<file path="config.mk">
export PLATFORM = sky130hd
export DESIGN_NAME = sum_accumulator
export DESIGN_NICKNAME = d
export VERILOG_FILES = /design/src/rtl/sum_acc_pkg.sv /design/src/rtl/sum_accumulator.sv
export SDC_FILE = /design/constraint.sdc
export NUM_CORES = 1
export LEC_CHECK = 0
export ABC_AREA = 1
export BUFFER_PORTS_ARGS = -buffer_cell sky130_fd_sc_hd__buf_2
export CAP_MARGIN = 25
export CORE_MARGIN = 5
export CORE_UTILIZATION = 37
export CTS_CLUSTER_SIZE = 30
export DETAILED_ROUTE_END_ITERATION = 7
export GPL_TIMING_DRIVEN = 0
export PLACE_DENSITY = 0.56
export SLEW_MARGIN = 25
export SYNTH_ARGS = -nofsm -noshare
export SYNTH_HDL_FRONTEND = slang
export SYNTH_SLANG_ARGS = --single-unit
</file>
<file path="constraint.sdc">
create_clock -name clk -period 1.6 [get_ports clk]
set_clock_uncertainty 0.15 [all_clocks]
set_input_delay 0.24 -clock clk [delete_from_list [all_inputs] [get_ports clk]]
set_output_delay 0.24 -clock clk [all_outputs]
set_load 0.05 [all_outputs]
</file>
<file path="src/rtl/sum_acc_pkg.sv">
// Shared defaults and FSM state type for the burst sum accumulator.
package sum_acc_pkg;

    localparam int unsigned DefInW  = 5;
    localparam int unsigned DefAccW = 7;
    localparam int unsigned DefCount = 4;

    typedef enum logic [1:0] {
        IDLE,
        ACCUM,
        HOLD
    } sum_acc_state_t;

endpackage

</file>
<file path="src/rtl/sum_accumulator.sv">
// Accumulates COUNT unsigned sums per burst and holds the total until accepted.
// Define SUM_ACCUMULATOR_SAT_EN to saturate on overflow instead of wrapping.
module sum_accumulator
    import sum_acc_pkg::*;
#(
    parameter int unsigned IN_W  = DefInW,
    parameter int unsigned ACC_W = DefAccW,
    parameter int unsigned COUNT = DefCount
) (
    input  logic             clk,
    input  logic             rst,
    input  logic             in_valid,
    output logic             in_ready,
    input  logic [IN_W-1:0]  in_sum,
    input  logic             clear,
    output logic             out_valid,
    input  logic             out_ready,
    output logic [ACC_W-1:0] out_total,
    output logic             out_ovf,
    output logic             busy
);

    localparam int unsigned SumW      = ACC_W + 1;
    localparam logic [7:0]  CountLast = 8'(COUNT);

    sum_acc_state_t state_q, state_d;
    logic [ACC_W-1:0] acc_q, acc_d;
    logic [7:0]       cnt_q, cnt_d;
    logic             ovf_q, ovf_d;

    logic             in_xfer;
    logic             out_xfer;
    logic [SumW-1:0]  sum_ext;
    logic             carry;
    logic [ACC_W-1:0] acc_add;
    logic [7:0]       cnt_inc;
    logic             last;

    assign in_xfer  = in_valid && in_ready;
    assign out_xfer = out_valid && out_ready;
    assign sum_ext  = {1'b0, acc_q} + SumW'(in_sum);
    assign carry    = sum_ext[ACC_W];
    assign cnt_inc  = cnt_q + 8'd1;
    assign last     = (cnt_inc == CountLast);

`ifdef SUM_ACCUMULATOR_SAT_EN
    assign acc_add = carry ? {ACC_W{1'b1}} : sum_ext[ACC_W-1:0];
`else
    assign acc_add = sum_ext[ACC_W-1:0];
`endif

    // State register
    always_ff @(posedge clk) begin
        if (rst) begin
            state_q <= IDLE;
        end else begin
            state_q <= state_d;
        end
    end

    // Next-state logic; clear overrides every transfer
    always_comb begin
        state_d = state_q;
        if (clear) begin
            state_d = IDLE;
        end else begin
            unique case (state_q)
                IDLE:    if (in_xfer) state_d = ACCUM;
                ACCUM:   if (in_xfer && last) state_d = HOLD;
                HOLD:    if (out_xfer) state_d = IDLE;
                default: state_d = IDLE;
            endcase
        end
    end

    // Handshake outputs
    always_comb begin
        in_ready  = (state_q != HOLD) && !clear;
        out_valid = (state_q == HOLD);
        busy      = (state_q != IDLE);
    end

    always_comb begin
        acc_d = acc_q;
        cnt_d = cnt_q;
        ovf_d = ovf_q;
        if (clear) begin
            acc_d = '0;
            cnt_d = '0;
            ovf_d = 1'b0;
        end else if (in_xfer) begin
            if (state_q == IDLE) begin
                acc_d = ACC_W'(in_sum);
                cnt_d = 8'd1;
                ovf_d = 1'b0;
            end else begin
                acc_d = acc_add;
                cnt_d = cnt_inc;
                ovf_d = ovf_q | carry;
            end
        end
    end

    always_ff @(posedge clk) begin
        if (rst) begin
            acc_q <= '0;
            cnt_q <= '0;
            ovf_q <= 1'b0;
        end else begin
            acc_q <= acc_d;
            cnt_q <= cnt_d;
            ovf_q <= ovf_d;
        end
    end

    assign out_total = acc_q;
    assign out_ovf   = ovf_q;

endmodule
</file>
==> run_results.csv, run 1 <==
group,metric,value,unit
clocking,clock_sinks,18,
clocking,clk_latency,290,ps
global_route,grt_pass1_wl,4.73,mm
setup_path,criticalPathCategory,"reg2reg",
clocking,cts_tree,"yes",
synthesis,synthAdderAreaFrac,8.79,%
synthesis,synth.avg_cell_area,6.94,sq um
floorplan,core_area,0.00278,sq mm
floorplan,ioPinCount,21,
status,violations,"negative setup slack",
pwr,p_leak,0.000571,uW
clocking,ctsHoldBuffers,0,
sta,rsz0062_at_grt,"true",
routing,viasPerCell,5.09,
routing,route.detailed.drc,0,
clocking,clk_path_buf_depth,2,
pwr,total_power,867,uW
setup_path,cp-start-kind,"flop",
sta,finalSetupViolations,1,
synthesis,yosys.area_share.simple,34.6,%
floorplan,die_area,0.00411,sq mm
floorplan,fp.dieH,64.1,um
setup_path,cp_max_fo,2,
clocking,cts_buffers,3,
routing,wl,2.69,mm
sta,tightest_slew,502,ps
routing,wire_per_inst,12.5,um
clocking,cts_max_level,1,
synthesis,synth_compound_area_share,13.2,%
final_layout,finalNetCount,201,
placement,post-dp-hpwl,1.98,mm
synthesis,postSynthNetCount,173,
floorplan,die_x,64.1,um
global_route,gr-usage-all-layers,14.3,%
synthesis,synth.area.mux_share,0,%
run,maxCapViolCount,0,
synthesis,synthTopCellsByArea,"dfxtp_1 (33%), nand2_1 (17%), a21oi_1 (6.9%)",
placement,io_buffers,20,
placement,routabilityCongestion,0.778,
placement,placed_cell_area,0.00128,sq mm
final_layout,mostFrequentLayoutCell,"nand2_1",
sta,max_freq,0.611,GHz
synthesis,synth_top_family_by_area,"simple AND/OR/NAND/NOR gates",
synthesis,synth_top_area_share,33.3,%
routing,ant_nets,0,
sta,relSlewSlack,66.5,%
sta,drv_slew,0,
clocking,cts_root_buf,"clkbuf_4",
sta,setup_ws,-35.8,ps
sta,period_needed,1640,ps
global_route,grt_max_degree,11,
sta,finalCritPeriodShare,102,%
setup_path,cp.required,1620,ps
final_layout,drive_above_1_share,38.3,%
routing,first_pass_iters,4,
final_layout,fin_area,0.00140,sq mm
status,status,"complete, but fails checks",
routing,drt_iter0_drc,90,
synthesis,syn_area,0.00108,sq mm
synthesis,seq_area_frac_synth,33.3,%
global_route,grt_antenna_before_repair,0,
routing,vias,1089,
global_route,grt_pass1_vias,1087,
floorplan,initial_core_util,38.9,%
synthesis,yosys_warnings,0,
worst_hold_path,hold_class,"in2reg",
pwr,irDropWorstVdd,0.000487,V
final_layout,post-route-util,50.2,%
final_layout,nFillCells,287,
floorplan,row_count,19,
final_layout,num_antenna_cells,0,
pwr,p_per_area,621,mW/mm^2
final_layout,syn_to_final_growth,29.0,%
sta,hold_viol_final,0,
final_layout,final_cell_mix,"nand2_1 (44), buf_2 (18), inv_1 (14)",
clocking,cts.clk_slew.worst_paths,110,ps
global_route,overflow,0,
synthesis,synth_top_area_cell,"dfxtp_1",
synthesis,ys_seq_elements,18,
synthesis,synthDistinctLibCells,28,
synthesis,netlist_instances,156,
setup_path,worstPathArrival,1650,ps
setup_path,end_kind,"flop",
synthesis,synth_xor_area_share,1.62,%
-- area by class of cell --
| class | count | area [sq um] | area share (%) |
|---|---|---|---|
| Clock buffer | 4 | 36.3 | 2.60 |
| Inverter | 18 | 70.1 | 5.02 |
| Sequential cell | 18 | 382 | 27.3 |
| Multi-Input combinational cell | 117 | 719 | 51.5 |
| Timing Repair Buffer | 23 | 128 | 9.14 |
| Tap cell | 31 | 38.8 | 2.78 |
| Buffer | 3 | 22.5 | 1.61 |
-- report_power, final --
| part | switching [uW] | internal, uW | leakage (uW) |
|---|---|---|---|
| registers | 6.75 | 449 | 0.000152 |
| logic | 81.6 | 45.7 | 0.000399 |
| clock network | 145 | 139 | 0.0000210 |
| total | 233 | 634 | 0.000571 |
-- Yosys cell counts --
| cell type | instances |
|---|---|
| nand2_4 | 2 |
| nor2_2 | 1 |
| o21bai_1 | 1 |
| a31oi_1 | 5 |
| dfxtp_1 | 18 |
| o21ai_1 | 1 |
| fa_1 | 1 |
| nor2_4 | 2 |
| clkbuf_1 | 1 |
| nand3b_1 | 1 |
| nand4_1 | 1 |
| nand3_2 | 1 |
| nand3_1 | 10 |
| or2_2 | 2 |
| nor3_1 | 1 |
| inv_1 | 14 |
| buf_6 | 1 |
| a21oi_2 | 1 |
| nor2_1 | 12 |
| inv_4 | 1 |
| o21ai_0 | 3 |
| inv_2 | 3 |
| xor2_1 | 2 |
| nand2_1 | 48 |
| buf_4 | 1 |
| ha_1 | 6 |
| a21oi_1 | 15 |
| nand2_2 | 1 |
-- per-layer routing --
layer	share of wire, %	GRT usage (%)
met5	0	0
met4	1.3	5.45
met3	1.8	2.10
met2	52	25.8
met1	45	16.8
-- through the flow --
| step | setup TNS, ps | hold slack (ps) | worst slack, ps | instances |
|---|---|---|---|---|
| after floorplan | -177 | 233 | -88.6 | 156 |
| after global routing | -228 | 50.3 | -101 | 214 |
| after CTS | -35.0 | 42.0 | -35.0 | 213 |
| after global placement | -181 | 281 | -105 | 207 |
| final | -35.8 | 45.4 | -35.8 | 214 |
| after detailed placement | -216 | 288 | -108 | 207 |
-- worst max-delay path, stage by stage, from the launching register on --
cell,delay [ps]
dfxtp_4,370
ha_4,160
fa_2,350
nand3_2,80
nand2_2,60
or2_4,230
nand3_2,50
a31oi_1,70
-- flip-flops by register name, indices dropped and copies added, names as in the netlist --
| name | flops |
|---|---|
| out_ovf | 1 |
| out_total | 7 |
| state_q | 2 |
| cnt_q | 8 |
-- logic make-up after synthesis --
| group | after synthesis |
|---|---|
| DFF | 18 |
| xor gates and xnor gates | 2 |
| and+or+nand+nor | 82 |
| AOI/OAI and AO/OA | 26 |
| buffers and inverters | 21 |
| adders and majority gates | 7 |
-- path summary, 6_finish.rpt --
kind,startpoint,end,slack [ps],cells past startpoint
max,out_total[0],out_total[4],-40,7
min,out_ready,state_q[1],50,4
max reg2reg,out_total[0],out_total[4],-40,7
min reg2reg,out_ovf,out_ovf,300,2
-- timing repair --
item | 4_1_cts | 5_1_grt
gates resized for setup | 5 | 17
buffers inserted | 2 | 1
gates cloned | 0 | 0
pin swaps | 3 | 6
setup endpoints to repair | 4 | 10
Note: power is estimated with default switching activity, not from simulation.
==> run 2: changes to the inputs <==
PLACE_DENSITY = 0.54   (was 0.56)
clock period = 2.02 ns   (was 1.6 ns; I/O delays follow)
==> run_results.csv, run 2 (synthesis gave the netlist of run 1 again) <==
group,metric,value,unit
pwr,irDropWorstVdd,0.000302,V
setup_path,critPathMaxStageDelay,410,ps
pwr,p_leak,0.000550,uW
pwr,switching_power,177,uW
global_route,grt_pass1_wl,4.35,mm
global_route,grt_pass1_vias,1031,
clocking,cts_root_buf,"clkbuf_4",
sta,max_freq,0.553,GHz
worst_hold_path,holdPathEnd,"state_q[1]",
global_route,grt_antenna_before_repair,0,
pwr,p_per_area,537,mW/mm^2
floorplan,die_x,64.1,um
setup_path,crit_top_cell,"nand3_1",
floorplan,ioPinCount,21,
placement,dp_slack,107,ps
final_layout,num_antenna_cells,0,
setup_path,path_buf_inv,0,
clocking,cts.clk_slew.worst_paths,110,ps
setup_path,criticalPathCategory,"reg2reg",
setup_path,reg2reg_to,"out_total[4]",
final_layout,drive_above_1_share,22.2,%
worst_hold_path,min_from,"out_ready",
floorplan,fp.dieH,64.1,um
setup_path,rr_worst_depth,7,
final_layout,final_cell_mix,"nand2_1 (48), buf_2 (20), dfxtp_1 (18)",
sta,timing.hold.ws,116,ps
sta,hold_viol_final,0,
clocking,cts_buffers,3,
placement,routabilityCongestion,0.822,
clocking,post_cts_buffers,0,
sta,tightest_slew,521,ps
routing,viasPerCell,4.88,
final_layout,syn_to_final_growth,16.2,%
setup_path,worstPathArrival,1820,ps
run,maxCapViolCount,0,
pwr,clkPwrFrac,33.3,%
worst_hold_path,hold_class,"in2reg",
final_layout,mostFrequentLayoutCell,"nand2_1",
sta,drv_slew,0,
sta,setup_ws,213,ps
clocking,ctsHoldBuffers,0,
routing,route.detailed.drc,0,
status,status,"complete, no violations",
setup_path,end_kind,"flop",
global_route,gr-usage-all-layers,13.0,%
final_layout,largest_register_ffs,8,
sta,relSlewSlack,65.3,%
setup_path,crit_chain,"ha_1, fa_1, nand3_1, nand2_1, or2_2, nand3_1, a31oi_1",
final_layout,finalNetCount,198,
pwr,power_frac_seq,53.7,%
clocking,post_cts_resized,0,
clocking,cts_max_level,1,
clocking,cts_tree,"yes",
clocking,clk_latency,290,ps
pwr,internal_power,498,uW
setup_path,cp.required,2040,ps
floorplan,core_area,0.00278,sq mm
clocking,clk_path_buf_depth,2,
routing,wl,2.42,mm
setup_path,cp-start-kind,"flop",
setup_path,r2r-start,"out_total[0]",
final_layout,top_register,"cnt_q",
routing,wire_per_inst,11.5,um
sta,rsz0062_at_grt,"false",
floorplan,row_count,19,
setup_path,cp_max_fo,3,
setup_path,crit_cells,7,
routing,vias,1029,
final_layout,post-route-util,45.2,%
sta,finalCritPeriodShare,89.5,%
routing,first_pass_iters,5,
placement,post-dp-hpwl,1.92,mm
setup_path,critPathTopFamily,"adder cells",
placement,io_buffers,20,
sta,fin_tns_setup,0,ps
pwr,combPwrFrac,13.1,%
global_route,grt_max_degree,11,
floorplan,die_area,0.00411,sq mm
final_layout,register_area,360,sq um
sta,period_needed,1810,ps
setup_path,rrSetupSlack,210,ps
clocking,clock_sinks,18,
final_layout,multi_input_area,629,sq um
sta,finalSetupViolations,0,
final_layout,nFillCells,305,
global_route,overflow,0,
floorplan,initial_core_util,38.9,%
pwr,switching_share,26.3,%
routing,ant_nets,0,
setup_path,crit_slowest_cell,"fa_1",
routing,drt_iter0_drc,31,
worst_hold_path,hold_depth,4,
run 2: changes by cell type in the layout (fill, tap and decap cells not counted), sizes merged:
cell	previous run	this run
clkbuf	6	5
buf	24	22
run 2: worst max-delay path by stage:
stage	end	startpoint	slack, ps
final	out_total[4]	out_total[0]	210
after global placement	out_total[4]	in_sum[0]	130
after global routing	out_total[4]	out_total[0]	120
after floorplan	out_total[4]	out_total[0]	80
after detailed placement	out_total[4]	in_sum[0]	110
after CTS	out_total[4]	out_total[0]	200
run 2: area by class of cell:
type	count	share of cell area [%]
Buffer	3	1.79
Clock buffer	4	2.89
Inverter	18	5.57
Multi-Input combinational cell	117	50.0
Sequential cell	18	28.7
Tap cell	31	3.08
Timing Repair Buffer	20	7.96
run 2: worst min-delay path, delay by kind of cell:
| kind | cells | cell delay, ps |
|---|---|---|
| simple gates | 1 | 40 |
| buf+inv | 2 | 120 |
| compound gates | 1 | 50 |
run 2: power by group through the flow:
| stage | Combinational, uW | Clock [uW] | Sequential, uW |
|---|---|---|---|
| floorplan | 52.4 | 0 | 378 |
| global placement | 87.6 | 0 | 370 |
| detailed placement | 89.5 | 0 | 370 |
| CTS | 89.7 | 234 | 362 |
| global route | 99.4 | 253 | 363 |
| finish | 88.3 | 225 | 362 |
run 2: layer usage:
metal / vias up / global-route usage, % / wire length [um]
met3: 2 / 2.10 / 47
met4: 0 / 5.19 / 20
met2: 8 / 22.9 / 1200
li1: 553 / - / -
met1: 466 / 15.6 / 1160
met5: - / 0 / 0
run 2: stage by stage:
step	power (uW)	instances	area, sq um
detailed placement	460	207	1220
global route	716	211	1260
finish	675	211	1260
floorplan	431	156	1080
CTS	686	211	1260
global placement	458	207	1220
